## config.mk

```make
export PLATFORM = sky130hd
export DESIGN_NAME = instr_sequencer
export DESIGN_NICKNAME = d
export VERILOG_FILES = /design/src/rtl/instr_sequencer.sv
export SDC_FILE = /design/constraint.sdc
export NUM_CORES = 1
export LEC_CHECK = 0
export CORE_MARGIN = 1.5
export CORE_UTILIZATION = 48
export CTS_BUF_LIST = sky130_fd_sc_hd__clkbuf_8
export CTS_CLUSTER_DIAMETER = 120
export CTS_CLUSTER_SIZE = 10
export DETAILED_ROUTE_END_ITERATION = 10
export GPL_TIMING_DRIVEN = 0
export PLACE_DENSITY = 0.83
export SYNTH_ARGS = -nofsm -noshare
export SYNTH_HDL_FRONTEND = slang
export SYNTH_SLANG_ARGS = --single-unit
```

## constraint.sdc

```tcl
create_clock -name clk -period 2.4 [get_ports clk]
set_clock_uncertainty 0.05 [all_clocks]
set_input_delay 0.24 -clock clk [delete_from_list [all_inputs] [get_ports clk]]
set_output_delay 0.24 -clock clk [all_outputs]
set_load 0.05 [all_outputs]
```

## src/rtl/instr_sequencer.sv

```systemverilog
// Multicycle fetch/load/execute sequencer for the single-issue core.
// Owns the program counter, jumps and halt; the datapath decodes ir on exec_en.
`timescale 1ns / 1ps

module instr_sequencer #(
    parameter int PC_W  = 5,
    parameter int DELAY = 2
) (
    input  logic            clk,
    input  logic            sys_rst,
    input  logic            start,
    input  logic            stall,
    output logic            imem_rd_en,
    output logic [PC_W-1:0] imem_addr,
    input  logic [31:0]     imem_rdata,
    output logic [31:0]     ir,
    output logic            exec_en,
    output logic [PC_W-1:0] pc,
    output logic            busy,
    output logic            halted,
    output logic [15:0]     instr_count
);

    typedef enum logic [2:0] {
        S_IDLE,
        S_FETCH,
        S_LOAD,
        S_EXEC,
        S_WAIT,
        S_NEXT,
        S_HALT
    } state_t;

    localparam logic [4:0] OP_JMP = 5'b11000;
    localparam logic [4:0] OP_HLT = 5'b11111;
    localparam int         CNT_W  = (DELAY > 1) ? $clog2(DELAY) : 1;

    state_t           state;
    logic [CNT_W-1:0] wait_cnt;
    logic [4:0]       ir_op;
    logic [4:0]       rd_op;
    logic             rd_is_dp;

    assign ir_op     = ir[31:27];
    assign rd_op     = imem_rdata[31:27];
    assign rd_is_dp  = (rd_op != OP_JMP) && (rd_op != OP_HLT);
    assign imem_addr = pc;

    // stall is sampled on the edge that enters (or re-enters) EXEC, which keeps
    // exec_en a pure register while still honouring the datapath's busy signal.
    // NOTE: all state here is written with <= so every branch sees pre-edge values.
    always_ff @(posedge clk or negedge sys_rst) begin
        if (!sys_rst) begin
            state       <= S_IDLE;
            pc          <= '0;
            ir          <= '0;
            instr_count <= '0;
            wait_cnt    <= '0;
            imem_rd_en  <= 1'b0;
            exec_en     <= 1'b0;
            busy        <= 1'b0;
            halted      <= 1'b0;
        end else begin
            unique case (state)
                S_IDLE, S_HALT: begin
                    if (start) begin
                        state       <= S_FETCH;
                        pc          <= '0;
                        instr_count <= '0;
                        imem_rd_en  <= 1'b1;
                        busy        <= 1'b1;
                        halted      <= 1'b0;
                    end
                end
                S_FETCH: begin
                    state      <= S_LOAD;
                    imem_rd_en <= 1'b0;
                end
                S_LOAD: begin
                    ir      <= imem_rdata;
                    state   <= S_EXEC;
                    exec_en <= rd_is_dp && !stall;
                end
                S_EXEC: begin
                    if (ir_op == OP_HLT) begin
                        state  <= S_HALT;
                        busy   <= 1'b0;
                        halted <= 1'b1;
                    end else if (ir_op == OP_JMP) begin
                        state <= S_NEXT;
                    end else if (exec_en) begin
                        exec_en <= 1'b0;
                        if (DELAY > 0) begin
                            state    <= S_WAIT;
                            wait_cnt <= CNT_W'(DELAY - 1);
                        end else begin
                            state <= S_NEXT;
                        end
                    end else begin
                        exec_en <= !stall;
                    end
                end
                S_WAIT: begin
                    if (wait_cnt == '0) state <= S_NEXT;
                    else                wait_cnt <= wait_cnt - CNT_W'(1);
                end
                S_NEXT: begin
                    pc <= (ir_op == OP_JMP) ? ir[PC_W-1:0] : pc + PC_W'(1);
                    if (instr_count != 16'hFFFF) instr_count <= instr_count + 16'd1;
                    state      <= S_FETCH;
                    imem_rd_en <= 1'b1;
                end
                default: state <= S_IDLE;
            endcase
        end
    end

endmodule

```

==> results by group, run 1 <==
Status
  – Result of the run: finished, final reports clean

Worst setup path
  – Slowest cell on the critical path: sky130_fd_sc_hd__or4b_1
  – Worst-path maximum fanout: 6
  – Type of the worst setup path: flip-flop to flip-flop
  – Critical path origin: instr_count[1]$_DFFE_PN0P_
  – CP endpoint kind: flip-flop
  – Start of the worst register-to-register path: instr_count[1]$_DFFE_PN0P_
  – Crit path arrival time: 2260 ps
  – Worst setup slack for register-to-register paths: 310 ps
  – Worst endpoint required time: about 2600 ps
  – CP peak stage delay: between 500 and 600 ps
  – Startpoint Class: flip-flop
  – Cell-by-cell trace of the critical path: ha_1 > and2_0 > nand4_1 > or4b_1 > o311a_1

Logic synthesis
  – Leading cell types by total area after synthesis: sky130_fd_sc_hd__dfrtp_1, sky130_fd_sc_hd__mux2_2, sky130_fd_sc_hd__nand2_1
  – Number of standard cells after synthesis: 274
  – Commonest cells in the netlist: sky130_fd_sc_hd__dfrtp_1, sky130_fd_sc_hd__mux2_2, sky130_fd_sc_hd__nand2_1, sky130_fd_sc_hd__o21ai_0
  – Post-synthesis async set-or-reset flop share: 100%
  – Library cells used by synthesis: 55
  – Flip-flop and latch count after synthesis: a little over 60
  – Area fraction of the dominant cell type after synthesis: approximately 50%
  – Total nets after synthesis: 312
  – Seq/Total Area, Yosys: about 50%
  – Avg Synthesized Cell Area: 11.1 um^2
  – Number of synthesized flops with an enable pin: 0
  – Synth warnings: 0
  – Cell taking the most area after synthesis: sky130_fd_sc_hd__dfrtp_1
  – Dominant synthesized flop cell: sky130_fd_sc_hd__dfrtp_1
  – Post-synthesis cell area: 3040 um^2
  – Most common cell in the netlist: sky130_fd_sc_hd__dfrtp_1

Cells and area
  – Fraction of layout cells with a size suffix above 1: 17.3%
  – Number of filler cells placed in the layout: 419
  – Final Net Count: 422
  – Antenna diode instance count: 0
  – Area overhead of the layout relative to synthesis: 41.7%

Power
  – Pwr per Cell Area: about 1400 nW/um^2
  – Total Power: about 6000 uW
  – Leakage: 0.00182 uW
  – Peak supply drop: 0.00101 V

STA
  – Final setup viols: 0
  – Final hold slack: 373 ps
  – Final Cycle Share: between 80% and 90%
  – Setup repair after global routing missed its margin: false
  – Hold violation total from the final report: 0
  – Slew Limit Fails: 0
  – Slew at the pin with the worst max-slew slack: 638 ps
  – Maximum operating frequency: 478 MHz
  – Final worst path period need: 2090 ps
  – Slew headroom: 57.2%
  – Setup TNS: 0 ps

Route
  – Detailed router's first-iteration violation count: approximately 100
  – Via count: 2653
  – Avg Vias per Cell: approximately 5.7
  – Antenna-violating nets left: 0
  – WL final: 7770 um
  – Drt pass-1 iters: 4
  – WL per Instance: 16.8 um
  – Number of design rule violations left after detail routing: 0

Floorplanning
  – # rows: 28
  – Area of the die: 6830 um^2
  – Placeable core region: 6030 um^2
  – Die width: 82.6 um
  – IO Pins: 98
  – Initial core utilization: 50.5%
  – Die Height: 82.6 um

Place
  – Routability congestion estimate from global placement: between 0.8 and 0.9
  – Count of buffers inserted at the top-level ports: between 90 and 100
  – Detailed-placement wirelength estimate: around 5600 um

Job
  – Number of max-cap violations: 0

Clock tree
  – Clock latency of the later-clocked register in the worst-skew pair: between 300 and 400 ps
  – Sinks on the clock net: slightly above 60
  – Reg clk slew, reported paths: approximately 60 ps
  – Max clock buf depth: 2
  – Number of CTS-inserted buffers: 9
  – Number of H-tree levels: 3
  – Resized cells post-CTS: 0
  – TritonCTS clock tree: yes
  – Buffer cell driving the clock tree root: sky130_fd_sc_hd__clkbuf_8

Global route
  – Global-route total usage across every layer: between 20% and 30%
  – Overflow left after global routing: 0
  – Initial antenna violation count: 0
  – Wire length of the first global-routing pass: 12700 um
  – Largest net degree at the start of global routing: 41
  – Via count of the first global-routing pass: 2671

Worst hold path
  – Worst Hold Class: input pin to async pin
[path summary, 6_finish.rpt]
kind                                                to  cells past startpoint
max reg2reg                instr_count[12]$_DFFE_PN0P_                      5
min in group clk                    ir[17]$_DFFE_PN0P_                      1
min                        instr_count[15]$_DFFE_PN0P_                      2
max                        instr_count[12]$_DFFE_PN0P_                      5
max in group asynchronous       imem_rd_en$_DFFE_PN0P_                      3
min reg2reg                         ir[17]$_DFFE_PN0P_                      1
[critical path, delay by kind of cell (launching register included)]
| kind | cells | cell delay, ps |
|---|---|---|
| and+or+nand+nor | 3 | 1110 |
| DFF | 1 | 430 |
| adders and majority gates | 1 | 240 |
| AOI/OAI and AO/OA | 1 | 150 |
[state kept, by name, indices dropped and copies added (netlist names), 3 cells and up]
signal       flops
imem_addr        5
instr_count     16
ir              32
state            3
[what timing repair did]
action                                 4_1_cts  5_1_grt
hold buffers                                 1        0
endpoints found under the hold margin       21        0
buffers inserted                             0        0
[logic make-up (layout without fill, tap and decap cells)]
group | after synthesis | after routing | synth area share [%]
adders and majority gates | 3 | 3 | 1.15
buffers and inverters | 26 | 140 | 4.81
DFF | 61 | 61 | 50.2
and+or+nand+nor | 90 | 90 | 17.4
AOI/OAI and AO/OA | 57 | 57 | 12.9
muxes | 37 | 37 | 13.5
[per-stage QoR]
step | instance area, um^2 | utilization [%] | cells | setup WS [ps]
after floorplan | 3040 | - | 274 | 238
after global placement | 4110 | 68.2 | 446 | -984
after detailed placement | 4120 | 68.4 | 447 | 207
after CTS | 4310 | 71.5 | 463 | 319
after global routing | 4310 | 71.5 | 463 | 150
final | 4310 | 71.5 | 463 | 308
[cells in the final DEF (no fill, tap or decap), drive strengths merged, types with 3 or more instances in the layout]
master / count
a31oi: 9
a221o: 3
a21oi: 9
o21ai: 11
nand4: 7
inv: 7
clkbuf: 19
a211oi: 3
nor2: 10
nand2: 19
buf: 16
mux2i: 4
a31o: 3
and3: 5
dfrtp: 61
a211o: 4
nand3: 10
clkdlybuf4s50: 96
mux2: 33
and2: 5
and4: 5
nor4: 3
o211ai: 3
nand2b: 3
nor3: 11
[final cells by class]
class	count	area, um^2	area share, %
inverters	5	18.8	0.435
flip-flops and latches	61	1530	35.4
plain buffers	21	128	2.96
clock buffers	12	165	3.83
repair buffers	99	996	23.1
multi-input cells	187	1370	31.8
well taps	75	93.8	2.18
clock inverters	3	12.5	0.290
[where the power goes]
| group | switching [uW] | total, uW | internal, uW |
|---|---|---|---|
| clock | 376 | 821 | 445 |
| sequential | 308 | 1740 | 1430 |
| combinational | 2140 | 3420 | 1270 |
[layer usage]
metal  vias up  GRT usage [%]  wire length [um]
met2       115           42.1              3850
met3         9           11.5               833
li1       1243              -                 -
met1      1286           28.5              3010
met4         0           8.00                80
met5         -              0                 0
(Power assumes the default switching activity.)
==> run 2: changes to the inputs <==
--- a/config.mk
+++ b/config.mk
@@ -6,13 +6,12 @@
 export NUM_CORES = 1
 export LEC_CHECK = 0
 export CORE_MARGIN = 1.5
-export CORE_UTILIZATION = 48
+export CORE_UTILIZATION = 43
 export CTS_BUF_LIST = sky130_fd_sc_hd__clkbuf_8
 export CTS_CLUSTER_DIAMETER = 120
-export CTS_CLUSTER_SIZE = 10
 export DETAILED_ROUTE_END_ITERATION = 10
 export GPL_TIMING_DRIVEN = 0
-export PLACE_DENSITY = 0.83
+export PLACE_DENSITY = 0.78
 export SYNTH_ARGS = -nofsm -noshare
 export SYNTH_HDL_FRONTEND = slang
 export SYNTH_SLANG_ARGS = --single-unit
==> constraint.sdc (replaced) <==
create_clock -name clk -period 1.77 [get_ports clk]
set_clock_uncertainty 0.05 [all_clocks]
set_input_delay 0.177 -clock clk [delete_from_list [all_inputs] [get_ports clk]]
set_output_delay 0.177 -clock clk [all_outputs]
set_load 0.05 [all_outputs]
==> results by group, run 2 (same netlist as run 1, synthesis figures left out) <==
Place
  – Cell count after placement: 468
  – Cell area after placement: about 4200 um^2
  – Routability congestion estimate from global placement: 0.897
  – Count of buffers inserted at the top-level ports: 97
  – Detailed-placement wirelength estimate: between 5000 and 6000 um

Route
  – Via count: 2794
  – Avg Vias per Cell: 5.50
  – Detailed router's first-iteration violation count: 164
  – Drt pass-1 iters: 5
  – Antenna-violating nets left: 0
  – WL final: 8280 um
  – Number of design rule violations left after detail routing: 0
  – WL per Instance: roughly 16 um

Power
  – Leakage: 0.00226 uW
  – Peak supply drop: 0.00128 V
  – Internal cell power: 4710 uW
  – Sequential group share of total power: 27.3%
  – Fraction of power consumed by combinational cells: 56.9%
  – Clk pwr share: approximately 16%
  – Net switching share of the total power: 46.2%
  – Pwr per Cell Area: 1850 nW/um^2
  – Switching power of the nets: just over 4000 uW

Global route
  – Wire length of the first global-routing pass: 13200 um
  – Overflow left after global routing: 0
  – Via count of the first global-routing pass: 2787
  – Initial antenna violation count: 0
  – Global-route total usage across every layer: 22.6%
  – Largest net degree at the start of global routing: 36

Cells and area
  – Final Net Count: approximately 450
  – Fraction of layout cells with a size suffix above 1: 31.3%
  – Post-route standard cell area excluding fillers: 4720 um^2
  – Final cell count without fillers: a little over 500
  – Largest register by flop count: ir
  – Fin util: 69.2%
  – Flip-flop count of the largest register after layout: 32
  – Area overhead of the layout relative to synthesis: 55.3%
  – Commonest cells after routing, fill and taps aside: sky130_fd_sc_hd__dfrtp_1, sky130_fd_sc_hd__clkdlybuf4s50_1, sky130_fd_sc_hd__dlygate4sd2_1
  – Number of filler cells placed in the layout: 532
  – Antenna diode instance count: 0

Clock tree
  – TritonCTS clock tree: yes
  – Buffer cell driving the clock tree root: sky130_fd_sc_hd__clkbuf_8
  – Sinks on the clock net: 61
  – Clock latency of the later-clocked register in the worst-skew pair: between 300 and 400 ps
  – Max clock buf depth: 2
  – Reg clk slew, reported paths: around 70 ps
  – Number of CTS-inserted buffers: 9
  – Number of H-tree levels: 3

Floorplanning
  – Placeable core region: 6830 um^2
  – Die width: 87.1 um
  – IO Pins: 98
  – Die Height: 87.1 um
  – # rows: 30
  – Area of the die: roughly 7600 um^2
  – Initial core utilization: between 40% and 50%

Status
  – Violations in the final reports: negative setup slack
  – Result of the run: complete, but fails checks

STA
  – Slew Limit Fails: 0
  – Final setup viols: 3
  – Setup repair after global routing missed its margin: true
  – Setup ws final: -34.9 ps
  – Setup TNS: -74.6 ps
  – Hold violation total from the final report: 0
  – Final Cycle Share: 102%
  – Slew at the pin with the worst max-slew slack: 840 ps
  – Final worst path period need: around 1800 ps
  – Maximum operating frequency: between 500 and 600 MHz
  – Slew headroom: 44.0%

Worst setup path
  – Worst-path maximum fanout: 5
  – Crit path arrival time: between 1500 and 2000 ps
  – CP endpoint kind: flip-flop
  – Type of the worst setup path: flip-flop to flip-flop
  – Worst endpoint required time: between 1500 and 2000 ps
  – Startpoint Class: flip-flop

Worst hold path
  – Worst Hold Class: input pin to flip-flop

Job
  – Number of max-cap violations: 0
==> run 2: cell types whose count changed in the layout (fill, tap and decap cells not counted), moves of 6 or more <==
cell                              before  now
sky130_fd_sc_hd__dlygate4sd2_1         0   36
sky130_fd_sc_hd__dfrtp_1              61   43
sky130_fd_sc_hd__buf_6                 3   10
sky130_fd_sc_hd__clkdlybuf4s50_1      96   43
sky130_fd_sc_hd__buf_4                 5   31
sky130_fd_sc_hd__dlymetal6s2s_1        0   17
sky130_fd_sc_hd__buf_2                 7    1
sky130_fd_sc_hd__dfrtp_2               0   18
sky130_fd_sc_hd__clkbuf_1              7    1
==> run 2: worst paths after layout <==
| check | slack (ps) | end | cells past startpoint | startpoint |
|---|---|---|---|---|
| worst max-delay path | -30 | instr_count[13]$_DFFE_PN0P_ | 6 | instr_count[0]$_DFFE_PN0P_ |
| worst min-delay path | 380 | ir[3]$_DFFE_PN0P_ | 2 | imem_rdata[3] |
| worst max register to register | -30 | instr_count[13]$_DFFE_PN0P_ | 6 | instr_count[0]$_DFFE_PN0P_ |
| worst min register to register | 460 | ir[5]$_DFFE_PN0P_ | 1 | ir[5]$_DFFE_PN0P_ |
| max in group asynchronous | 600 | ir[31]$_DFFE_PN0P_ | 3 | sys_rst |
| min in group asynchronous | 430 | instr_count[15]$_DFFE_PN0P_ | 2 | sys_rst |
==> run 2: routing by layer <==
layer  part of all wire (%)  GRT usage, %  wire length [um]
met5                      0             0                 0
met4                    1.3          7.94               106
met3                     11          10.5               897
met2                     49          38.0              4100
met1                     38          25.2              3180
==> run 2: power groups by stage <==
stage               registers [uW]  logic [uW]  clock network (uW)
global route                  2450        5240                1480
global placement              2350        4580                   0
detailed placement            2390        4650                   0
CTS                           2390        4800                1420
finish                        2380        4980                1380
floorplan                     4030        1470                   0
==> run 2: metrics by stage <==
step | worst slack [ps] | hold slack, ps | total power, uW
after floorplan | -190 | -169 | 5500
after global placement | -1740 | 438 | 6930
after detailed placement | -351 | 270 | 7040
after CTS | -71.4 | 370 | 8600
after global routing | -63.0 | 378 | 9170
final | -34.9 | 384 | 8740
==> run 2: critical path, cell delays in order (launching register included) <==
cell and delay (ps):
sky130_fd_sc_hd__dfrtp_2 450, sky130_fd_sc_hd__ha_4 180, sky130_fd_sc_hd__and2_4 140, sky130_fd_sc_hd__and4_4 190, sky130_fd_sc_hd__a31o_4 230, sky130_fd_sc_hd__buf_6 130
sky130_fd_sc_hd__a221o_1 310
==> run 2: area by class of cell <==
type / instances / area (um^2) / area share, %
well taps: 96 / 120 / 2.54
plain buffers: 17 / 141 / 2.99
flip-flops and latches: 61 / 1550 / 32.8
clock buffers: 10 / 138 / 2.91
inverters: 5 / 18.8 / 0.397
multi-input cells: 187 / 1460 / 30.9
clock inverters: 6 / 86.3 / 1.83
repair buffers: 126 / 1210 / 25.6
==> run 2: what timing repair did <==
action | CTS | global route
setup endpoints to repair | 85 | 64
pin swaps | 9 | 13
resized for setup | 62 | 36
gates cloned | 1 | 0
hold endpoints to repair | 34 | 0
hold buffers | 1 | 0
buffers inserted | 14 | 12
==> run 3: changes to the inputs <==
--- a/config.mk
+++ b/config.mk
@@ -11,7 +11,7 @@
 export CTS_CLUSTER_DIAMETER = 120
 export DETAILED_ROUTE_END_ITERATION = 10
 export GPL_TIMING_DRIVEN = 0
-export PLACE_DENSITY = 0.78
+export PLACE_DENSITY = 0.84
 export SYNTH_ARGS = -nofsm -noshare
 export SYNTH_HDL_FRONTEND = slang
 export SYNTH_SLANG_ARGS = --single-unit
==> results by group, run 3 (same netlist as run 1, synthesis figures left out) <==
Worst setup path
  – Worst-path maximum fanout: 6
  – Type of the worst setup path: flip-flop to flip-flop
  – Cell-by-cell trace of the critical path: nand4_1 > or4_4 > and2_4 > a221o_1
  – CP endpoint kind: flip-flop
  – Worst endpoint required time: 1940 ps
  – CP peak stage delay: 530 ps
  – Slowest cell on the critical path: sky130_fd_sc_hd__or4_4
  – Crit path arrival time: 1950 ps
  – Startpoint Class: flip-flop

Cells and area
  – Number of filler cells placed in the layout: between 500 and 600
  – Antenna diode instance count: 0
  – Fraction of layout cells with a size suffix above 1: 30.0%
  – Final Net Count: 440
  – Largest register by flop count: ir
  – Area overhead of the layout relative to synthesis: 53.0%
  – Commonest cells after routing, fill and taps aside: sky130_fd_sc_hd__clkdlybuf4s50_1, sky130_fd_sc_hd__dfrtp_1, sky130_fd_sc_hd__dlygate4sd2_1
  – Fin util: 68.1%
  – Flip-flop count of the largest register after layout: 32
  – Most common cell after layout, fill and taps aside: sky130_fd_sc_hd__clkdlybuf4s50_1
  – Final cell count without fillers: 503

Route
  – WL per Instance: 16.1 um
  – Detailed router's first-iteration violation count: ~160
  – Total length of routed met3 wires: 853 um
  – Met2 wire length: 3920 um
  – Drt pass-1 iters: 5
  – Wire length on met1: approximately 3100 um
  – Via count: ~2800
  – Avg Vias per Cell: 5.58
  – Number of design rule violations left after detail routing: 0
  – WL final: 8100 um
  – DR top layer: met4
  – Antenna-violating nets left: 0

Place
  – Cell count after placement: 468
  – Count of buffers inserted at the top-level ports: 97
  – Detailed-placement wirelength estimate: 5520 um
  – Routability congestion estimate from global placement: 0.888

STA
  – Slew at the pin with the worst max-slew slack: ~650 ps
  – Final Cycle Share: 100%
  – Hold violation total from the final report: 0
  – Setup repair after global routing missed its margin: true
  – Final hold slack: 346 ps
  – Final setup viols: 2
  – Setup TNS: -7.57 ps
  – Slew Limit Fails: 0
  – Maximum operating frequency: 563 MHz
  – Final worst path period need: 1770 ps
  – Slew headroom: 56.8%
  – Setup ws final: -4.89 ps

Floorplanning
  – Area of the die: between 7000 and 8000 um^2
  – Placeable core region: 6830 um^2
  – Initial core utilization: approximately 45%
  – # rows: 30
  – IO Pins: 98
  – Die width: 87.1 um
  – Die Height: just under 90 um

Global route
  – Overflow left after global routing: 0
  – Global-route total usage across every layer: 22.0%
  – Initial antenna violation count: 0
  – Largest net degree at the start of global routing: 36
  – Via count of the first global-routing pass: 2764
  – Wire length of the first global-routing pass: 13000 um

Clock tree
  – Sinks on the clock net: 61
  – Number of H-tree levels: 3
  – Buffer cell driving the clock tree root: sky130_fd_sc_hd__clkbuf_8
  – TritonCTS clock tree: yes
  – Clock latency of the later-clocked register in the worst-skew pair: 340 ps
  – Number of CTS-inserted buffers: 9
  – Reg clk slew, reported paths: approximately 70 ps
  – Max clock buf depth: 2

Power
  – Switching power of the nets: 4010 uW
  – Sequential group share of total power: 27.7%
  – Peak supply drop: 0.00128 V
  – Clk pwr share: 15.9%
  – Leakage: between 0.002 and 0.0025 uW
  – Internal cell power: approximately 4600 uW
  – Fraction of power consumed by combinational cells: 56.4%
  – Net switching share of the total power: a little under half
  – Pwr per Cell Area: 1840 nW/um^2

Status
  – Violations in the final reports: negative setup slack
  – Result of the run: complete, but fails checks

Job
  – Number of max-cap violations: 0

Worst hold path
  – Worst Hold Class: input pin to async pin
==> run 3: through the flow <==
stage | worst slack, ps | cell area [um^2] | total power (uW)
6_report | -4.89 | 4650 | 8560
5_1_grt | -57.7 | 4650 | 8990
4_1_cts | -54.0 | 4520 | 8530
3_5_place_dp | -351 | 4180 | 7040
3_3_place_gp | -1720 | 4160 | 6910
2_1_floorplan | -190 | 3070 | 5500
==> run 3: worst paths after layout <==
kind,startpoint,endpoint,slack [ps],cells past startpoint
worst min-delay path,sys_rst,instr_count[3]$_DFFE_PN0P_,350,2
worst min register to register,ir[26]$_DFFE_PN0P_,ir[26]$_DFFE_PN0P_,460,1
max in group asynchronous,sys_rst,ir[31]$_DFFE_PN0P_,690,3
worst max-delay path,instr_count[10]$_DFFE_PN0P_,instr_count[15]$_DFFE_PN0P_,-5,4
worst max register to register,instr_count[10]$_DFFE_PN0P_,instr_count[15]$_DFFE_PN0P_,-5,4
min in group clk,imem_rdata[3],ir[3]$_DFFE_PN0P_,390,2
==> run 3: layout make-up <==
class	count	area [um^2]	share of cell area (%)
flip-flops and latches	61	1550	33.2
multi-input cells	187	1470	31.5
repair buffers	120	1150	24.7
plain buffers	18	138	2.96
clock buffers	9	124	2.66
well taps	96	120	2.58
clock inverters	7	91.3	1.96
inverters	5	18.8	0.403
==> run 3: worst max-delay path: cells and delay by family (launching register included) <==
family          cells  cell delay [ps]
simple gates        3              870
flops               1              440
compound gates      1              300
==> run 3: timing repair <==
action / 4_1_cts / 5_1_grt
cloned: 1 / 0
pin swaps: 10 / 10
hold endpoints to repair: 26 / 0
resized for setup: 58 / 29
setup buffers: 13 / 7
hold buffers: 1 / 0
endpoints found under the setup margin: 84 / 59
==> run 3: per-layer routing <==
metal	vias to the layer above	track usage (%)
li1	1288	-
met1	1346	25.7
met2	151	35.7
met3	20	8.91
met4	0	9.67
met5	-	0
==> run 3: power groups by stage <==
stage / Sequential, uW / Clock (uW) / Combinational (uW)
2_1_floorplan: 4030 / 0 / 1470
3_3_place_gp: 2350 / 0 / 4560
3_5_place_dp: 2390 / 0 / 4640
4_1_cts: 2380 / 1380 / 4770
5_1_grt: 2450 / 1450 / 5090
6_report: 2370 / 1360 / 4830
